$ cat src/rtl/led_frame_scheduler_if.sv
// Pixel-memory read port and encoder handshake shared by the scheduler
// (master side) and the memory/encoder it drives (slave side).
interface led_frame_scheduler_if #(
    parameter int DATA_WIDTH = 24,
    parameter int ADDR_WIDTH = 6
);
    logic [ADDR_WIDTH-1:0] pixel_addr;
    logic                  pixel_read;
    logic [DATA_WIDTH-1:0] pixel_data;
    logic [DATA_WIDTH-1:0] encoder_data;
    logic                  encoder_enable;
    logic                  encoder_ready;

    modport master (
        output pixel_addr, pixel_read, encoder_data, encoder_enable,
        input  pixel_data, encoder_ready
    );

    modport slave (
        input  pixel_addr, pixel_read, encoder_data, encoder_enable,
        output pixel_data, encoder_ready
    );
endinterface

$ cat src/rtl/led_frame_scheduler.sv
// Frame sequencer: reads LED_COUNT words from pixel memory and hands them to
// the RZ line encoder back to back, then waits out the latch gap and pulses
// frame_done. Frames start on request, on a queued request, or on the
// optional refresh timer.
module led_frame_scheduler #(
    parameter int DATA_WIDTH     = 24,
    parameter int LED_COUNT      = 64,
    parameter int ADDR_WIDTH     = (LED_COUNT > 1) ? $clog2(LED_COUNT) : 1,
    parameter int REFRESH_CYCLES = 0
) (
    input  logic                 clock,
    input  logic                 reset_n,
    input  logic                 frame_start,
    input  logic                 blank,
    output logic                 busy,
    output logic                 frame_done,
    led_frame_scheduler_if.master bus
);
    localparam int RW = (REFRESH_CYCLES > 0) ? $clog2(REFRESH_CYCLES + 1) : 1;
    localparam logic [RW-1:0] REFRESH_INIT = RW'(REFRESH_CYCLES);
    // The begin cycle also counts as an elapsed cycle, so reloading with one
    // less gives a start-to-start period of exactly REFRESH_CYCLES.
    localparam logic [RW-1:0] REFRESH_RELOAD = RW'((REFRESH_CYCLES > 0) ? REFRESH_CYCLES - 1 : 0);
    localparam logic [ADDR_WIDTH-1:0] LAST_INDEX = ADDR_WIDTH'(LED_COUNT - 1);

    typedef enum logic [2:0] {
        IDLE  = 3'd0,
        FETCH = 3'd1,
        LOAD  = 3'd2,
        OFFER = 3'd3,
        DRAIN = 3'd4
    } state_t;

    state_t                state_q, state_d;
    logic [ADDR_WIDTH-1:0] index_q, index_d;
    logic [ADDR_WIDTH-1:0] addr_q, addr_d;
    logic [DATA_WIDTH-1:0] hold_q, hold_d;
    logic [RW-1:0]         refresh_q, refresh_d;
    logic                  blank_q, blank_d;
    logic                  pending_q, pending_d;
    logic                  busy_q, busy_d;
    logic                  done_q, done_d;
    logic                  read_q, read_d;
    logic                  enable_q, enable_d;
    logic                  ready_seen_q, ready_seen_d;
    logic                  refresh_hit;
    logic                  request;

    // State and datapath registers, cleared asynchronously.
    always_ff @(posedge clock or negedge reset_n) begin
        if (!reset_n) begin
            state_q      <= IDLE;
            index_q      <= '0;
            addr_q       <= '0;
            hold_q       <= '0;
            refresh_q    <= REFRESH_INIT;
            blank_q      <= 1'b0;
            pending_q    <= 1'b0;
            busy_q       <= 1'b0;
            done_q       <= 1'b0;
            read_q       <= 1'b0;
            enable_q     <= 1'b0;
            ready_seen_q <= 1'b0;
        end else begin
            state_q      <= state_d;
            index_q      <= index_d;
            addr_q       <= addr_d;
            hold_q       <= hold_d;
            refresh_q    <= refresh_d;
            blank_q      <= blank_d;
            pending_q    <= pending_d;
            busy_q       <= busy_d;
            done_q       <= done_d;
            read_q       <= read_d;
            enable_q     <= enable_d;
            ready_seen_q <= ready_seen_d;
        end
    end

    // Next-state logic: frame sequencing, request queueing, refresh timer.
    always_comb begin
        state_d      = state_q;
        index_d      = index_q;
        addr_d       = addr_q;
        hold_d       = hold_q;
        blank_d      = blank_q;
        pending_d    = pending_q;
        busy_d       = busy_q;
        done_d       = 1'b0;
        read_d       = 1'b0;
        enable_d     = enable_q;
        ready_seen_d = ready_seen_q;
        refresh_d    = (refresh_q != '0) ? refresh_q - RW'(1) : refresh_q;
        refresh_hit  = (REFRESH_CYCLES > 0) && (refresh_q == '0);
        request      = frame_start || refresh_hit;

        // busy_q also covers the frame_done cycle, so a request then is queued.
        if (busy_q && request) begin
            pending_d = 1'b1;
        end

        case (state_q)
            IDLE: begin
                if (busy_q) begin
                    // frame_done cycle: release busy, start nothing yet.
                    busy_d = 1'b0;
                end else if (request || pending_q) begin
                    blank_d   = blank;
                    index_d   = '0;
                    busy_d    = 1'b1;
                    pending_d = 1'b0;
                    refresh_d = REFRESH_RELOAD;
                    if (blank) begin
                        state_d = LOAD;
                    end else begin
                        state_d = FETCH;
                        read_d  = 1'b1;
                        addr_d  = '0;
                    end
                end
            end
            FETCH: begin
                state_d = LOAD;
            end
            LOAD: begin
                hold_d   = blank_q ? '0 : bus.pixel_data;
                enable_d = 1'b1;
                state_d  = OFFER;
            end
            OFFER: begin
                if (enable_q && bus.encoder_ready) begin
                    enable_d = 1'b0;
                    if (index_q == LAST_INDEX) begin
                        state_d      = DRAIN;
                        ready_seen_d = 1'b0;
                    end else begin
                        index_d = index_q + ADDR_WIDTH'(1);
                        if (blank_q) begin
                            state_d = LOAD;
                        end else begin
                            state_d = FETCH;
                            read_d  = 1'b1;
                            addr_d  = index_q + ADDR_WIDTH'(1);
                        end
                    end
                end
            end
            DRAIN: begin
                // Only two consecutive ready cycles mark the end of the latch gap.
                ready_seen_d = bus.encoder_ready;
                if (bus.encoder_ready && ready_seen_q) begin
                    done_d  = 1'b1;
                    state_d = IDLE;
                end
            end
            default: begin
                state_d = IDLE;
            end
        endcase
    end

    assign busy               = busy_q;
    assign frame_done         = done_q;
    assign bus.pixel_addr     = addr_q;
    assign bus.pixel_read     = read_q;
    assign bus.encoder_data   = hold_q;
    assign bus.encoder_enable = enable_q;
endmodule

$ cat src/flat_wrapper.sv
// flat-port wrapper written by rule: the top's interface ports become plain ports
module led_frame_scheduler_flat 
#(
    parameter int DATA_WIDTH     = 24,
    parameter int LED_COUNT      = 64,
    parameter int ADDR_WIDTH     = (LED_COUNT > 1) ? $clog2(LED_COUNT) : 1,
    parameter int REFRESH_CYCLES = 0
)
  (clock, reset_n, frame_start, blank, busy, frame_done, bus_pixel_addr, bus_pixel_read, bus_encoder_data, bus_encoder_enable, bus_pixel_data, bus_encoder_ready);
  led_frame_scheduler_if #(.DATA_WIDTH(DATA_WIDTH), .ADDR_WIDTH(ADDR_WIDTH)) bus_i ();
  input  logic clock;
  input  logic reset_n;
  input  logic frame_start;
  input  logic blank;
  output logic busy;
  output logic frame_done;
  output wire logic [$bits(bus_i.pixel_addr)-1:0] bus_pixel_addr;
  output wire logic [$bits(bus_i.pixel_read)-1:0] bus_pixel_read;
  output wire logic [$bits(bus_i.encoder_data)-1:0] bus_encoder_data;
  output wire logic [$bits(bus_i.encoder_enable)-1:0] bus_encoder_enable;
  input wire logic [$bits(bus_i.pixel_data)-1:0] bus_pixel_data;
  input wire logic [$bits(bus_i.encoder_ready)-1:0] bus_encoder_ready;
  assign bus_pixel_addr = bus_i.pixel_addr;
  assign bus_pixel_read = bus_i.pixel_read;
  assign bus_encoder_data = bus_i.encoder_data;
  assign bus_encoder_enable = bus_i.encoder_enable;
  assign bus_i.pixel_data = bus_pixel_data;
  assign bus_i.encoder_ready = bus_encoder_ready;
  led_frame_scheduler #(.DATA_WIDTH(DATA_WIDTH), .LED_COUNT(LED_COUNT), .ADDR_WIDTH(ADDR_WIDTH), .REFRESH_CYCLES(REFRESH_CYCLES)) u_core (.clock(clock), .reset_n(reset_n), .frame_start(frame_start), .blank(blank), .busy(busy), .frame_done(frame_done), .bus(bus_i));
endmodule
$ cat config.mk
export PLATFORM = sky130hd
export DESIGN_NAME = led_frame_scheduler_flat
export DESIGN_NICKNAME = d
export VERILOG_FILES = /design/src/rtl/led_frame_scheduler_if.sv /design/src/rtl/led_frame_scheduler.sv /design/src/flat_wrapper.sv
export SDC_FILE = /design/constraint.sdc
export NUM_CORES = 1
export LEC_CHECK = 0
export BUFFER_PORTS_ARGS = -buffer_cell sky130_fd_sc_hd__buf_2
export CAP_MARGIN = 20
export CORE_UTILIZATION = 45
export DETAILED_ROUTE_END_ITERATION = 8
export GPL_TIMING_DRIVEN = 0
export MAX_ROUTING_LAYER = met4
export PLACE_DENSITY = 0.75
export SETUP_SLACK_MARGIN = 0.5
export SYNTH_ARGS = -nofsm -noshare
export SYNTH_HDL_FRONTEND = slang
export SYNTH_SLANG_ARGS = --single-unit
$ cat constraint.sdc
create_clock -name clock -period 4.5 [get_ports clock]
set_input_delay 0.9 -clock clock [delete_from_list [all_inputs] [get_ports clock]]
set_output_delay 0.9 -clock clock [all_outputs]
set_load 0.02 [all_outputs]
==> reports/results.ini, run 1 <==
[worst_setup_path]
crit_required_ns = 4.68
cp.arrival_ns = 2.42
cp_top_family = compound AO/OA/AOI/OAI gates
r2r_slack_ns = 2.26
crit_path_end = u_core.index_q[1]$_DFFE_PN0P_
cp_cell_sequence = ha_1, and3_1, clkbuf_1, and3_2, o21ai_0, mux2_2
crit_type = register to register
timing.rr.start = u_core.index_q[0]$_DFFE_PN0P_
startpoint = u_core.index_q[0]$_DFFE_PN0P_
crit_slowest_cell = o21ai_0
crit_fanout = 5
start_kind = register
reg2regPathDepth = 6
r2r-end = u_core.index_q[1]$_DFFE_PN0P_
path_buf_inv = 1
slowest_delay_ns = 0.46
cp-end-kind = register
worst-path-stages = 6

[power]
powerDensity_nw_per_um2 = 524
seqPwrFrac = 0.466
p_int_mw = 0.837
pwr-share-clk = 0.184
leakage_nw = 1.31
power_frac_comb = 0.350
vdd_drop_max_uv = 300
power_switching_mw = 0.499
p_sw_frac = 0.374

[grt]
grt_max_degree = 47
gr-total-overflow = 0
antenna_found_initial = 0
grtUsageTotal = 0.194
grt_pass1_wl_mm = 7.23
grt_pass1_vias = 1512

[yosys]
avgSynthCellArea_um2 = 10.1
synth_warnings = 0
syn_area_um2 = 2070
synth.area.top_cells = dfrtp_1 (56%), nand2b_1 (7.9%), o21ai_0 (6.8%), nand2_1 (6.2%), mux2_4 (4.4%)
ys_async_sr_fraction = 1.00
synth_cell_types = 33
syn_inst = 205
ys.flop_type = dfrtp_1
syn_nets = 235
seq_area_frac_synth = 0.557
synth_top_cell_area_share = 0.557
ys_ff_latch = 46
yosys.area.top_type = dfrtp_1
synth-edff-count = 0

[sta]
finalMaxSlewViolations = 0
max_freq_ghz = 0.446
hold_viol_final = 0
rsz0062_at_grt = false
min_period_ns = 2.24
worst_pin_slew_ns = 0.541
slew_headroom = 0.636
fin_crit_sh = 0.498
setup_viol = 0
fin_setup_tns_ns = 0
skew_ns = 0.0111

[die]
die_area_um2 = 4870
die_x_um = 69.8
core_um2 = 4380
die_h_um = 69.8
rows = 24
initial_core_util = 0.471
io_pins = 63

[placed_design]
io_buffers = 62
place_congestion = 0.793
placed_cell_area_um2 = 2440
dpl.hpwl_mm = 3.01

[routing]
routedWlPerCell_um = 12.7
postRouteAntennaNets = 0
vias_per_cell = 5.06
drc = 0
first_pass_iters = 4
drtIter0Drc = 89
num_vias = 1659
wl_mm = 4.17

[clock_tree]
cts-hold-fix-buffers = 0
worstSkewPairLatency_ns = 0.30
htree_levels = 2
cts_repair_resize_count = 0
cts_tree = yes
clk_pin_slew_worst_paths_ns = 0.08
cts_buffer_depth = 2
cts_sinks = 46
root_buffer = clkbuf_8
cts_buffers = 5
post_cts_buffers = 0

[final_layout]
stdcell_area_um2 = 2550
antenna_cells = 0
area_delta_synth_final_pct = 23.3
drive_gt1_frac = 0.312
nets = 305

[hold_path]
hold_class = input port to async pin

[flow_run]
maxCapViolCount = 0

[run_status]
outcome = completed

## cells in the mapped netlist, types with 2 or more instances
cell type / instances
dfrtp_1: 46
nand2_1: 34
o21ai_0: 28
nand2b_1: 26
nor2_1: 11
a21oi_1: 9
clkbuf_1: 9
mux2_4: 6
nand3_1: 4
and3_1: 3
mux2_2: 3
xnor2_1: 3
inv_1: 2
or3_1: 2
## cell type report
cell class	instances	area [µm²]
inverters	2	7.51
repair buffers	63	330
plain buffers	11	50.0
well taps	52	65.1
flip-flops and latches	46	1150
clock inverters	2	13.8
clock buffers	6	72.6
multi-input cells	146	858
fillers	406	1840
## kinds of logic after synthesis
group	synth area share
flip-flops	0.557
buffers and inverters	0.0278
multiplexers	0.0648
XOR/XNOR	0.0127
AO/OA/AOI/OAI	0.117
adder cells (fa/ha/maj)	0.00605
AND/OR/NAND/NOR	0.214
## power groups by stage
stage               Combinational [mW]  Sequential (mW)  Clock (mW)
floorplan                        0.139            0.786           0
global placement                 0.465            0.629           0
detailed placement               0.473            0.633           0
CTS                              0.473            0.624       0.254
global route                     0.516            0.641       0.274
finish                           0.468            0.622       0.246
## how the worst min path moves through the flow
stage,start,end,slack (ns),depth (start not counted)
detailed placement,u_core.bus.encoder_data[2]$_DFFE_PN0P_,u_core.bus.encoder_data[2]$_DFFE_PN0P_,0.47,2
global route,reset_n,u_core.bus.pixel_addr[3]$_DFFE_PN0P_,0.40,1
floorplan,u_core.state_q[2]$_DFFE_PN0P_,u_core.state_q[0]$_DFFE_PN0P_,0.47,1
finish,reset_n,u_core.bus.pixel_addr[3]$_DFFE_PN0P_,0.42,1
global placement,u_core.bus.encoder_data[3]$_DFFE_PN0P_,u_core.bus.encoder_data[3]$_DFFE_PN0P_,0.46,2
CTS,u_core.bus.encoder_data[4]$_DFFE_PN0P_,u_core.bus.encoder_data[4]$_DFFE_PN0P_,0.49,2
## flip-flops by register name (all words and copies together), names as in the netlist
name and cells:
u_core.bus.pixel_addr 6, u_core.index_q 6, u_core.bus.encoder_data 24, u_core.state_q 3
u_core.bus.pixel_read 1, u_core.bus.encoder_enable 1, u_core.ready_seen_q 1, u_core.frame_done 1
u_core.blank_q 1, u_core.busy 1, u_core.pending_q 1
## routing by layer
| layer | part of all wire | GRT usage | wire [µm] |
|---|---|---|---|
| met4 | 0.019 | 0.0667 | 80 |
| met5 | 0 | - | 0 |
| met3 | 0.041 | 0.0494 | 172 |
| met2 | 0.46 | 0.277 | 1900 |
| met1 | 0.48 | 0.270 | 2020 |
## worst reg2reg max path, stage by stage, from the launching register on
cell	delay (ns)
dfrtp_1	0.42
ha_1	0.26
and3_1	0.19
clkbuf_1	0.15
and3_2	0.25
o21ai_0	0.46
mux2_2	0.40
## per-stage QoR
step	hold slack, ns	instances	worst slack (ns)	power (mW)	utilization
global placement	0.457	319	2.15	1.09	0.557
floorplan	0.473	205	2.36	0.924	-
CTS	0.486	327	2.24	1.35	0.577
global route	0.404	328	2.15	1.43	0.581
detailed placement	0.466	319	2.11	1.11	0.557
finish	0.419	328	2.26	1.34	0.581
## layout by cell type (no fill, tap or decap), types with 2 or more instances in the layout
cell type and count:
buf_2 63, dfrtp_1 46, nand2_1 34, o21ai_0 28
nand2b_1 26, nor2_1 11, clkbuf_1 10, a21oi_1 9
mux2_4 6, clkbuf_8 5, nand3_1 4, and3_1 3
xnor2_1 3, mux2_2 3, or3_1 2, inv_1 2
(Power assumes the default switching activity.)
==> run 2: changes to the inputs <==
--- a/config.mk
+++ b/config.mk
@@ -5,6 +5,7 @@
 export SDC_FILE = /design/constraint.sdc
 export NUM_CORES = 1
 export LEC_CHECK = 0
+export ABC_AREA = 1
 export BUFFER_PORTS_ARGS = -buffer_cell sky130_fd_sc_hd__buf_2
 export CAP_MARGIN = 20
 export CORE_UTILIZATION = 45
==> constraint.sdc (replaced) <==
create_clock -name clock -period 2.1 [get_ports clock]
set_input_delay 0.42 -clock clock [delete_from_list [all_inputs] [get_ports clock]]
set_output_delay 0.42 -clock clock [all_outputs]
set_load 0.02 [all_outputs]
==> run 2 against run 1 <==
Clock-buffer cell count stayed put. First-iteration DRC count is 4.5% higher. Combinational power grew to 3.9 times the previous value. Non-clock buffer count is 4 lower. Register-to-register slack worse by 1.6 ns. Synthesized cell count is 23% higher. Global-route usage is 1.4 points higher. Synthesized area is 1.6% higher. Via count is 12% higher. Routed wire length is 9.6% higher. Critical path type unchanged.
==> reports/results.ini, run 2 <==
[sta]
slew_headroom = 0.708  ; was 0.636
rsz0062_at_grt = false  ; unchanged
fin_crit_sh = 0.691  ; was 0.498
fin_hold_ws_ns = 0.0544  ; was 0.419 ns
worst_pin_slew_ns = 0.438  ; was 0.541 ns
max_freq_ghz = 0.689  ; was 0.446 GHz
setup_viol = 0  ; unchanged
hold_viol_final = 0  ; unchanged
finalMaxSlewViolations = 0  ; unchanged
min_period_ns = 1.45  ; was 2.24 ns
skew_ns = 0.00537  ; was 0.0111 ns
fin_setup_tns_ns = 0  ; unchanged

[yosys]
yosys.area.top_type = dfrtp_1  ; unchanged
syn_inst = 253  ; was 205
avgSynthCellArea_um2 = 8.30  ; was 10.1 µm²
ys_ff_latch = 46  ; unchanged
syn_area_um2 = 2100  ; was 2070 µm²
synth_cell_types = 22  ; was 33
synth_common_cells = nand2_1 (101), dfrtp_1 (46), nand3_1 (17), o21ai_1 (16), nor2_1 (15)  ; was dfrtp_1 (46), nand2_1 (34), o21ai_0 (28), nand2b_1 (26), nor2_1 (11)
synth-edff-count = 0  ; unchanged
synth_top_cell_area_share = 0.548  ; was 0.557
synth.area.top_cells = dfrtp_1 (55%), nand2_1 (18%), nand3_1 (4.1%), o21ai_1 (3.8%), o21ai_0 (3.1%)  ; was dfrtp_1 (56%), nand2b_1 (7.9%), o21ai_0 (6.8%), nand2_1 (6.2%), mux2_4 (4.4%)
ys_async_sr_fraction = 1.00  ; unchanged
seq_area_frac_synth = 0.548  ; was 0.557
yosysMostFrequentCell = nand2_1  ; was dfrtp_1
ys.flop_type = dfrtp_1  ; unchanged
syn_nets = 283  ; was 235
synth_warnings = 0  ; unchanged

[worst_setup_path]
start_kind = register  ; unchanged
crit_required_ns = 2.29  ; was 4.68 ns
crit_fanout = 6  ; was 5
cp-end-kind = register  ; unchanged
cp_top_family = simple AND/OR/NAND/NOR gates  ; was compound AO/OA/AOI/OAI gates
slowest_delay_ns = 0.45  ; was 0.46 ns
path_buf_inv = 0  ; was 1
startpoint = u_core.index_q[0]$_DFFE_PN0P_  ; unchanged
timing.rr.start = u_core.index_q[0]$_DFFE_PN0P_  ; unchanged
crit_type = register to register  ; unchanged
crit_slowest_cell = dfrtp_2  ; was o21ai_0
cp_cell_sequence = ha_1, nand2_1, nor2_2, nand2_1, nor2_4, nor2_8, nand2_4, nand2_1, nand2_1  ; was ha_1, and3_1, clkbuf_1, and3_2, o21ai_0, mux2_2
cpMostUsedCell = nand2_1
cp.arrival_ns = 1.64  ; was 2.42 ns

[final_layout]
mostFrequentLayoutCells = nand2_1 (101), buf_2 (66), dfrtp_1 (45)  ; was buf_2 (63), dfrtp_1 (46), nand2_1 (34)
fill_cells = 416  ; was 406
drive_gt1_frac = 0.294  ; was 0.312
nets = 353  ; was 305
final_common_cell = nand2_1  ; was buf_2
fin_util = 0.586  ; was 0.581
largest_reg_flops = 24  ; unchanged
area_delta_synth_final_pct = 23.2  ; was 23.3%
final_cells = 375  ; was 328
antenna_cells = 0  ; unchanged

[run_status]
outcome = completed  ; unchanged

[clock_tree]
htree_levels = 2  ; unchanged
cts_buffers = 5  ; unchanged
cts_buffer_depth = 2  ; unchanged
root_buffer = clkbuf_8  ; unchanged
cts_tree = yes  ; unchanged
cts_sinks = 46  ; unchanged
clk_pin_slew_worst_paths_ns = 0.08  ; about the same
worstSkewPairLatency_ns = 0.30  ; about the same

[grt]
grt_pass1_wl_mm = 7.87  ; was 7.23 mm
antenna_found_initial = 0  ; unchanged
grt_max_degree = 47  ; unchanged
gr-total-overflow = 0  ; unchanged
grtUsageTotal = 0.208  ; was 0.194
grt_pass1_vias = 1788  ; was 1512

[placed_design]
dpl.hpwl_mm = 3.35  ; was 3.01 mm
io_buffers = 62  ; unchanged
dp_cells = 367  ; was 319
place_congestion = 0.805  ; was 0.793

[routing]
vias_per_cell = 4.93  ; was 5.06
postRouteAntennaNets = 0  ; unchanged
drc = 0  ; unchanged
num_vias = 1850  ; was 1659
drtIter0Drc = 93  ; was 89
first_pass_iters = 4  ; unchanged
wl_mm = 4.57  ; was 4.17 mm
routedWlPerCell_um = 12.2  ; was 12.7 µm

[power]
p_sw_frac = 0.461  ; was 0.374
leakage_nw = 1.39  ; was 1.31 nW
vdd_drop_max_uv = 687  ; was 300 µV
pwr-share-clk = 0.136  ; was 0.184
powerDensity_nw_per_um2 = 1440  ; was 524 nW/µm²
seqPwrFrac = 0.379  ; was 0.466
power_mw = 3.74  ; was 1.34 mW
p_int_mw = 2.02  ; was 0.837 mW
power_switching_mw = 1.72  ; was 0.499 mW
power_frac_comb = 0.485  ; was 0.350

[die]
initial_core_util = 0.476  ; was 0.471
die_h_um = 70.3  ; was 69.8 µm
die_x_um = 70.3  ; was 69.8 µm
io_pins = 63  ; unchanged
die_area_um2 = 4950  ; was 4870 µm²
core_um2 = 4410  ; was 4380 µm²
rows = 24  ; unchanged

[hold_path]
hold_class = input port to async pin  ; unchanged

[flow_run]
maxCapViolCount = 0  ; unchanged

## run 2: cells by family (layout without fill, tap and decap cells)
group           count (synthesis)  count (layout)  share of synthesized area
xor+xnor                        1               1                    0.00417
buf+inv                        21              91                     0.0399
simple gates                  149             149                      0.315
flops                          46              46                      0.548
compound gates                 35              35                     0.0870
fa+ha+maj                       1               1                    0.00595
## run 2: metrics by stage
stage                     instance area (µm²)  worst slack, ns
after floorplan                          2100            0.767
after global placement                   2480            0.627
after detailed placement                 2480            0.621
after CTS                                2560            0.598
after global routing                     2590            0.516
final                                    2590            0.649
## run 2: worst paths after layout
kind / endpoint / depth (start not counted) / slack, ns
max: u_core.index_q[5]$_DFFE_PN0P_ / 9 / 0.65
min: u_core.bus.encoder_data[9]$_DFFE_PN0P_ / 1 / 0.05
max reg2reg: u_core.index_q[5]$_DFFE_PN0P_ / 9 / 0.65
min reg2reg: u_core.bus.encoder_data[17]$_DFFE_PN0P_ / 2 / 0.49
max in group asynchronous: u_core.index_q[0]$_DFFE_PN0P_ / 2 / 1.54
min in group clock: u_core.bus.encoder_data[13]$_DFFE_PN0P_ / 3 / 0.36
## run 2: what timing repair did
item,CTS,global route
setup buffers,0,0
hold buffers,0,0
resized for setup,0,4
endpoints found under the setup margin,0,12
## run 2: power by group through the flow
stage / logic [mW] / clock network [mW] / registers [mW]
global placement: 1.78 / 0 / 1.41
finish: 1.81 / 0.508 / 1.42
floorplan: 0.915 / 0 / 1.75
global route: 2.01 / 0.559 / 1.46
CTS: 1.82 / 0.528 / 1.41
detailed placement: 1.81 / 0 / 1.43
## run 2: layer usage
layer  wire length (µm)  share of wire  track usage  vias up
met2               2160           0.47        0.329       44
met1               2140           0.47        0.260      850
li1                   -              -            -      947
met4                 95          0.021       0.0822        0
met5                  0              0            -        -
met3                175          0.038       0.0462        9
## run 2: cell type report
type                    instances  area [µm²]  share of cell area
flip-flops and latches         46        1150               0.445
multi-input cells             186         876               0.338
repair buffers                 63         330               0.128
clock buffers                   6        72.6              0.0280
well taps                      52        65.1              0.0251
inverters                      14        52.6              0.0203
plain buffers                   7        31.3              0.0121
clock inverters                 1        7.51             0.00290
